--- src/rtl/axi_ram_reader.sv ---
// Streams a contiguous, wrapping block of words from a synchronous-read RAM onto an
// AXI-stream output through a two-entry registered buffer.
module axi_ram_reader #(
  parameter int unsigned WIDTH  = 32,
  parameter int unsigned AWIDTH = 9
) (
  input  logic              clk,
  input  logic              reset,
  input  logic              clear,
  input  logic [AWIDTH-1:0] cmd_addr,
  input  logic [AWIDTH-1:0] cmd_len,
  input  logic              cmd_valid,
  output logic              cmd_ready,
  output logic              ram_en,
  output logic [AWIDTH-1:0] ram_addr,
  input  logic [WIDTH-1:0]  ram_dout,
  output logic [WIDTH-1:0]  o_tdata,
  output logic              o_tlast,
  output logic              o_tvalid,
  input  logic              o_tready,
  output logic              busy,
  output logic [15:0]       words_sent
);

  typedef enum logic [1:0] {StIdle, StReading, StDraining} state_e;

  localparam logic [AWIDTH-1:0] AddrOne = 1;
  localparam logic [AWIDTH:0]   RemOne  = 1;

  state_e            state_q, state_d;
  logic [AWIDTH-1:0] addr_q, addr_d;
  logic [AWIDTH:0]   remain_q, remain_d;
  logic              inflight_q, inflight_d;
  logic              inflight_last_q, inflight_last_d;
  logic              head_vld_q, head_vld_d;
  logic              head_last_q, head_last_d;
  logic [WIDTH-1:0]  head_data_q, head_data_d;
  logic              tail_vld_q, tail_vld_d;
  logic              tail_last_q, tail_last_d;
  logic [WIDTH-1:0]  tail_data_q, tail_data_d;
  logic [15:0]       words_q, words_d;

  logic       pop;
  logic       push;
  logic [1:0] level;
  logic       issue_ok;

  assign pop  = head_vld_q & o_tready;
  assign push = inflight_q;

  // Buffered words plus the outstanding read, less the word leaving this cycle.
  assign level    = {1'b0, head_vld_q} + {1'b0, tail_vld_q} + {1'b0, inflight_q};
  assign issue_ok = (level - {1'b0, pop}) < 2'd2;

  assign ram_en     = (state_q == StReading) & (remain_q != '0) & issue_ok & ~clear;
  assign ram_addr   = addr_q;
  assign cmd_ready  = (state_q == StIdle) & reset;
  assign busy       = (state_q != StIdle);
  assign o_tvalid   = head_vld_q;
  assign o_tdata    = head_data_q;
  assign o_tlast    = head_last_q;
  assign words_sent = words_q;

  always_comb begin
    state_d         = state_q;
    addr_d          = addr_q;
    remain_d        = remain_q;
    inflight_d      = ram_en;
    inflight_last_d = ram_en & (remain_q == RemOne);
    head_vld_d      = head_vld_q;
    head_last_d     = head_last_q;
    head_data_d     = head_data_q;
    tail_vld_d      = tail_vld_q;
    tail_last_d     = tail_last_q;
    tail_data_d     = tail_data_q;
    words_d         = words_q + {15'd0, pop};

    unique case (state_q)
      StIdle: begin
        if (cmd_valid && cmd_ready) begin
          addr_d   = cmd_addr;
          remain_d = {1'b0, cmd_len} + RemOne;
          state_d  = StReading;
        end
      end
      StReading: begin
        if (ram_en) begin
          addr_d   = addr_q + AddrOne;
          remain_d = remain_q - RemOne;
          if (remain_q == RemOne) state_d = StDraining;
        end
      end
      StDraining: begin
        if (pop && head_last_q) state_d = StIdle;
      end
      default: state_d = StIdle;
    endcase

    if (pop) begin
      if (tail_vld_q) begin
        head_data_d = tail_data_q;
        head_last_d = tail_last_q;
        tail_vld_d  = push;
        tail_data_d = ram_dout;
        tail_last_d = inflight_last_q;
      end else begin
        head_vld_d  = push;
        head_data_d = ram_dout;
        head_last_d = push & inflight_last_q;
      end
    end else if (push) begin
      if (!head_vld_q) begin
        head_vld_d  = 1'b1;
        head_data_d = ram_dout;
        head_last_d = inflight_last_q;
      end else begin
        tail_vld_d  = 1'b1;
        tail_data_d = ram_dout;
        tail_last_d = inflight_last_q;
      end
    end

    // Abort wins over any command, issue or handshake in the same cycle.
    if (clear) begin
      state_d         = StIdle;
      remain_d        = '0;
      inflight_d      = 1'b0;
      inflight_last_d = 1'b0;
      head_vld_d      = 1'b0;
      head_last_d     = 1'b0;
      tail_vld_d      = 1'b0;
      tail_last_d     = 1'b0;
      words_d         = '0;
    end
  end

  always_ff @(posedge clk or negedge reset) begin
    if (!reset) begin
      state_q         <= StIdle;
      addr_q          <= '0;
      remain_q        <= '0;
      inflight_q      <= 1'b0;
      inflight_last_q <= 1'b0;
      head_vld_q      <= 1'b0;
      head_last_q     <= 1'b0;
      head_data_q     <= '0;
      tail_vld_q      <= 1'b0;
      tail_last_q     <= 1'b0;
      tail_data_q     <= '0;
      words_q         <= '0;
    end else begin
      state_q         <= state_d;
      addr_q          <= addr_d;
      remain_q        <= remain_d;
      inflight_q      <= inflight_d;
      inflight_last_q <= inflight_last_d;
      head_vld_q      <= head_vld_d;
      head_last_q     <= head_last_d;
      head_data_q     <= head_data_d;
      tail_vld_q      <= tail_vld_d;
      tail_last_q     <= tail_last_d;
      tail_data_q     <= tail_data_d;
      words_q         <= words_d;
    end
  end

endmodule

--- config.mk ---
export PLATFORM = sky130hd
export DESIGN_NAME = axi_ram_reader
export DESIGN_NICKNAME = d
export VERILOG_FILES = /design/src/rtl/axi_ram_reader.sv
export SDC_FILE = /design/constraint.sdc
export NUM_CORES = 1
export LEC_CHECK = 0
export CAP_MARGIN = 0
export CORE_ASPECT_RATIO = 1.2
export CORE_MARGIN = 2
export CORE_UTILIZATION = 25
export DETAILED_ROUTE_END_ITERATION = 6
export MAX_ROUTING_LAYER = met4
export PLACE_DENSITY = 0.44
export SLEW_MARGIN = 20
export SYNTH_ARGS = -nofsm -noshare
export SYNTH_HDL_FRONTEND = slang
export SYNTH_SLANG_ARGS = --single-unit
--- constraint.sdc ---
create_clock -name clk -period 6.3 [get_ports clk]
set_clock_uncertainty 0.2 [all_clocks]
set_input_delay 0.945 -clock clk [delete_from_list [all_inputs] [get_ports clk]]
set_output_delay 0.945 -clock clk [all_outputs]
set_load 0.01 [all_outputs]
==> results.py <==
metrics = {
    "critical_path": {
        "worstPathArrival_ps": 3710,
        "crit_path_start_kind": "input pin",
        "max_stage_delay_ps": 540,
        "worstSetupPathType": "in -> out",
        "path_delay_family": "buffers and inverters",
        "end_kind": "primary output",
        "critPathBufInv": 5,
        "required_ps": 5150,
        "crit_chain": "clkdlybuf4s50_1 > inv_1 > nor2_2 > ha_1 > inv_1 > ha_1 > a21oi_2 > xor2_1 > nand3_1 > inv_1 > clkdlybuf4s50_1",
        "worstPathMaxFanout": 7,
        "cp_slowest_cell": "clkdlybuf4s50_1",
        "crit_top_cell": "inv_1",
    },
    "grt": {
        "grt_max_degree": 68,
        "grt_pass1_vias": 4297,
        "grt_usage_pct": 12.8,
        "top_usage_layer": "met2",
        "grt_pass1_wl_um": 22200,
        "grt_use_met1_pct": 15.7,
        "overflow": 0,
        "grt_use_met2_pct": 20.8,
        "antenna_found_initial": 0,
        "grt_util_met3_pct": 2.51,
    },
    "power": {
        "powerDensity_mw_per_mm2": 326,
        "ir_drop_uv": 124,
        "power_leakage_nw": 3.20,
        "finalPower_mw": 2.30,
    },
    "synth": {
        "synth_area_mm2": 0.00531,
        "yosysUniqueCellTypes": 54,
        "synth_seq_cells": 107,
        "synthCells": 517,
        "synth_area_leaders": "dfrtp_1 50%, mux2i_1 6.6%, mux2_1 6.4%",
        "yosysTopAreaCell": "dfrtp_1",
        "yosysTopAreaCellShare_pct": 50.4,
        "avgSynthCellArea_um2": 10.3,
        "synth-async-reset-ratio_pct": 100,
        "synth_compound_area_share_pct": 12.0,
        "synth_fp_nets": 582,
        "synthSimpleGateAreaFrac_pct": 15.2,
        "synthMuxAreaShare_pct": 13.4,
        "yosysWarnings": 0,
        "ys_seq_area_share_pct": 50.4,
        "synthTopCellsByCount": "107 x dfrtp_1, 58 x nand2_1, 52 x o21ai_0, 35 x mux2i_1, 32 x nor2_1",
        "post-synth-top-count-cell": "dfrtp_1",
        "synth-edff-count": 0,
        "synthFlopType": "dfrtp_1",
        "synth_top_family_by_area": "simple AND/OR/NAND/NOR gates",
        "synthAdderAreaFrac_pct": 2.36,
        "synth-xor-area-share_pct": 3.63,
    },
    "cells_and_area": {
        "drive_gt1_share_pct": 5.91,
        "fillers": 2141,
        "antenna_cells": 0,
        "syn2layout_area_growth_pct": 33.0,
        "nNetsFinal": 687,
        "multi_input_area_mm2": 0.00249,
        "regArea_mm2": 0.00268,
    },
    "sta": {
        "min_period_over_period_pct": 77.0,
        "rsz0062_at_grt": "no",
        "fin_tns_setup_ps": 0,
        "tightest_slew_ps": 899,
        "relSlewSlack_pct": 40.1,
        "fmax_ghz": 0.206,
        "hold_violations": 0,
        "setup_viol": 0,
        "slew_violations": 0,
        "period_minus_slack_ps": 4850,
    },
    "place": {
        "dp.final_hpwl_um": 9360,
        "gp_congestion": 0.840,
        "portBuffers": 116,
    },
    "job": {
        "drv_cap": 0,
    },
    "cts": {
        "ctsResizeCount": 0,
        "cts.sinks": 107,
        "clk_latency_ps": 350,
        "cts_setup_buffers": 0,
        "cts-root-buf": "clkbuf_16",
        "hold_buffers": 0,
        "cts_buffer_depth": 2,
        "clk_pin_slew_ps": 70,
        "cts_buffers": 9,
        "cts_tree": "yes",
        "ctsHtreeMaxLevel": 3,
    },
    "detailed_routing": {
        "avgViaCountPerCell": 4.68,
        "ant_nets": 0,
        "drt_wl_total_um": 13400,
        "drt_iter0_markers": 149,
        "routedWlPerCell_um": 14.9,
        "drc_errors": 0,
        "dr_total_vias": 4190,
        "dr.pass1.iters": 4,
    },
    "floorplanning": {
        "io_pins": 117,
        "dieArea_mm2": 0.0224,
        "start_util_pct": 25.4,
        "fp.coreArea_mm2": 0.0209,
        "fp.dieW_um": 137,
        "fp.dieH_um": 164,
        "row_count": 58,
    },
    "worst_hold_path": {
        "hold_path.class": "reg -> reg",
    },
    "run_status": {
        "status": "finished clean",
    },
}
## cell type report
type,instances,area share [%]
flip-flops and latches,107,37.9
clock buffers,11,3.58
well taps,270,4.78
inverters,11,0.584
repair buffers,120,16.8
clock inverters,4,1.04
multi-input cells,373,35.3
## cell usage in the layout (no fill, tap or decap), drive strengths merged, types with 3 or more instances in the layout
| cell type | n |
|---|---|
| nand2b | 3 |
| inv | 11 |
| o21ai | 58 |
| and2 | 3 |
| a21oi | 32 |
| nor2 | 33 |
| mux2 | 32 |
| mux2i | 35 |
| nand4 | 8 |
| and4 | 4 |
| buf | 5 |
| xnor2 | 13 |
| dfrtp | 107 |
| xor2 | 9 |
| a31oi | 3 |
| clkdlybuf4s50 | 115 |
| nand2 | 59 |
| nor2b | 4 |
| nor3 | 11 |
| ha | 10 |
| and3 | 4 |
| clkbuf | 11 |
| a32oi | 4 |
| nor4 | 3 |
| or3 | 4 |
| nand3 | 17 |
| o22ai | 6 |
## worst min-delay path, stage by stage (launching register included)
cell and delay (ps):
dfrtp_1 340, nand2_1 50, o21ai_0 60
## power breakdown
part / switching, mW / total (mW) / leakage [nW] / internal (mW)
logic: 0.304 / 0.676 / 1.65 / 0.372
clock network: 0.254 / 0.622 / 0.162 / 0.368
registers: 0.127 / 1.00 / 1.39 / 0.877
## sequential cells by signal, indices dropped and copies added, names as in the netlist, 2 cells and up
register	flops
ram_addr	9
remain_q	10
o_tdata	32
tail_data_q	32
state_q	2
words_sent	16
## logic make-up (layout without fill, tap and decap cells)
| logic type | Yosys count | in the layout |
|---|---|---|
| buffers and inverters | 37 | 146 |
| muxes | 67 | 67 |
| adders and majority gates | 10 | 10 |
| xor gates and xnor gates | 22 | 22 |
| AOI/OAI and AO/OA | 112 | 112 |
| DFF | 107 | 107 |
| and+or+nand+nor | 162 | 162 |
## routing by layer
layer	wire length, um	part of all wire [%]
met5	0	0
met4	293	2.2
met3	662	4.9
met2	6520	49
met1	5900	44
## path summary, 6_finish.rpt
check	from	to	slack (ps)	depth (start not counted)
setup / recovery	o_tready	ram_en	1450	11
hold / removal	o_tdata[26]$_DFFE_PN0P_	o_tdata[26]$_DFFE_PN0P_	280	2
setup reg to reg	o_tvalid$_DFFE_PN0P_	remain_q[1]$_DFFE_PN0P_	3070	10
hold reg to reg	o_tdata[26]$_DFFE_PN0P_	o_tdata[26]$_DFFE_PN0P_	280	2
max in group asynchronous	reset	tail_data_q[30]$_DFFE_PN0P_	4180	2
min in group asynchronous	reset	ram_addr[1]$_DFFE_PN0P_	400	1
## per-stage QoR
stage	cell area [um^2]	worst slack [ps]	std cells	utilization, %	hold WS [ps]
2_1_floorplan	5310	2850	517	-	264
3_3_place_gp	6730	1560	881	32.2	263
3_5_place_dp	6740	1470	881	32.2	272
6_report	7060	1450	896	33.8	281
5_1_grt	7060	1260	896	33.8	306
4_1_cts	7060	1450	896	33.8	289
Power figures use the tool's default switching activity.
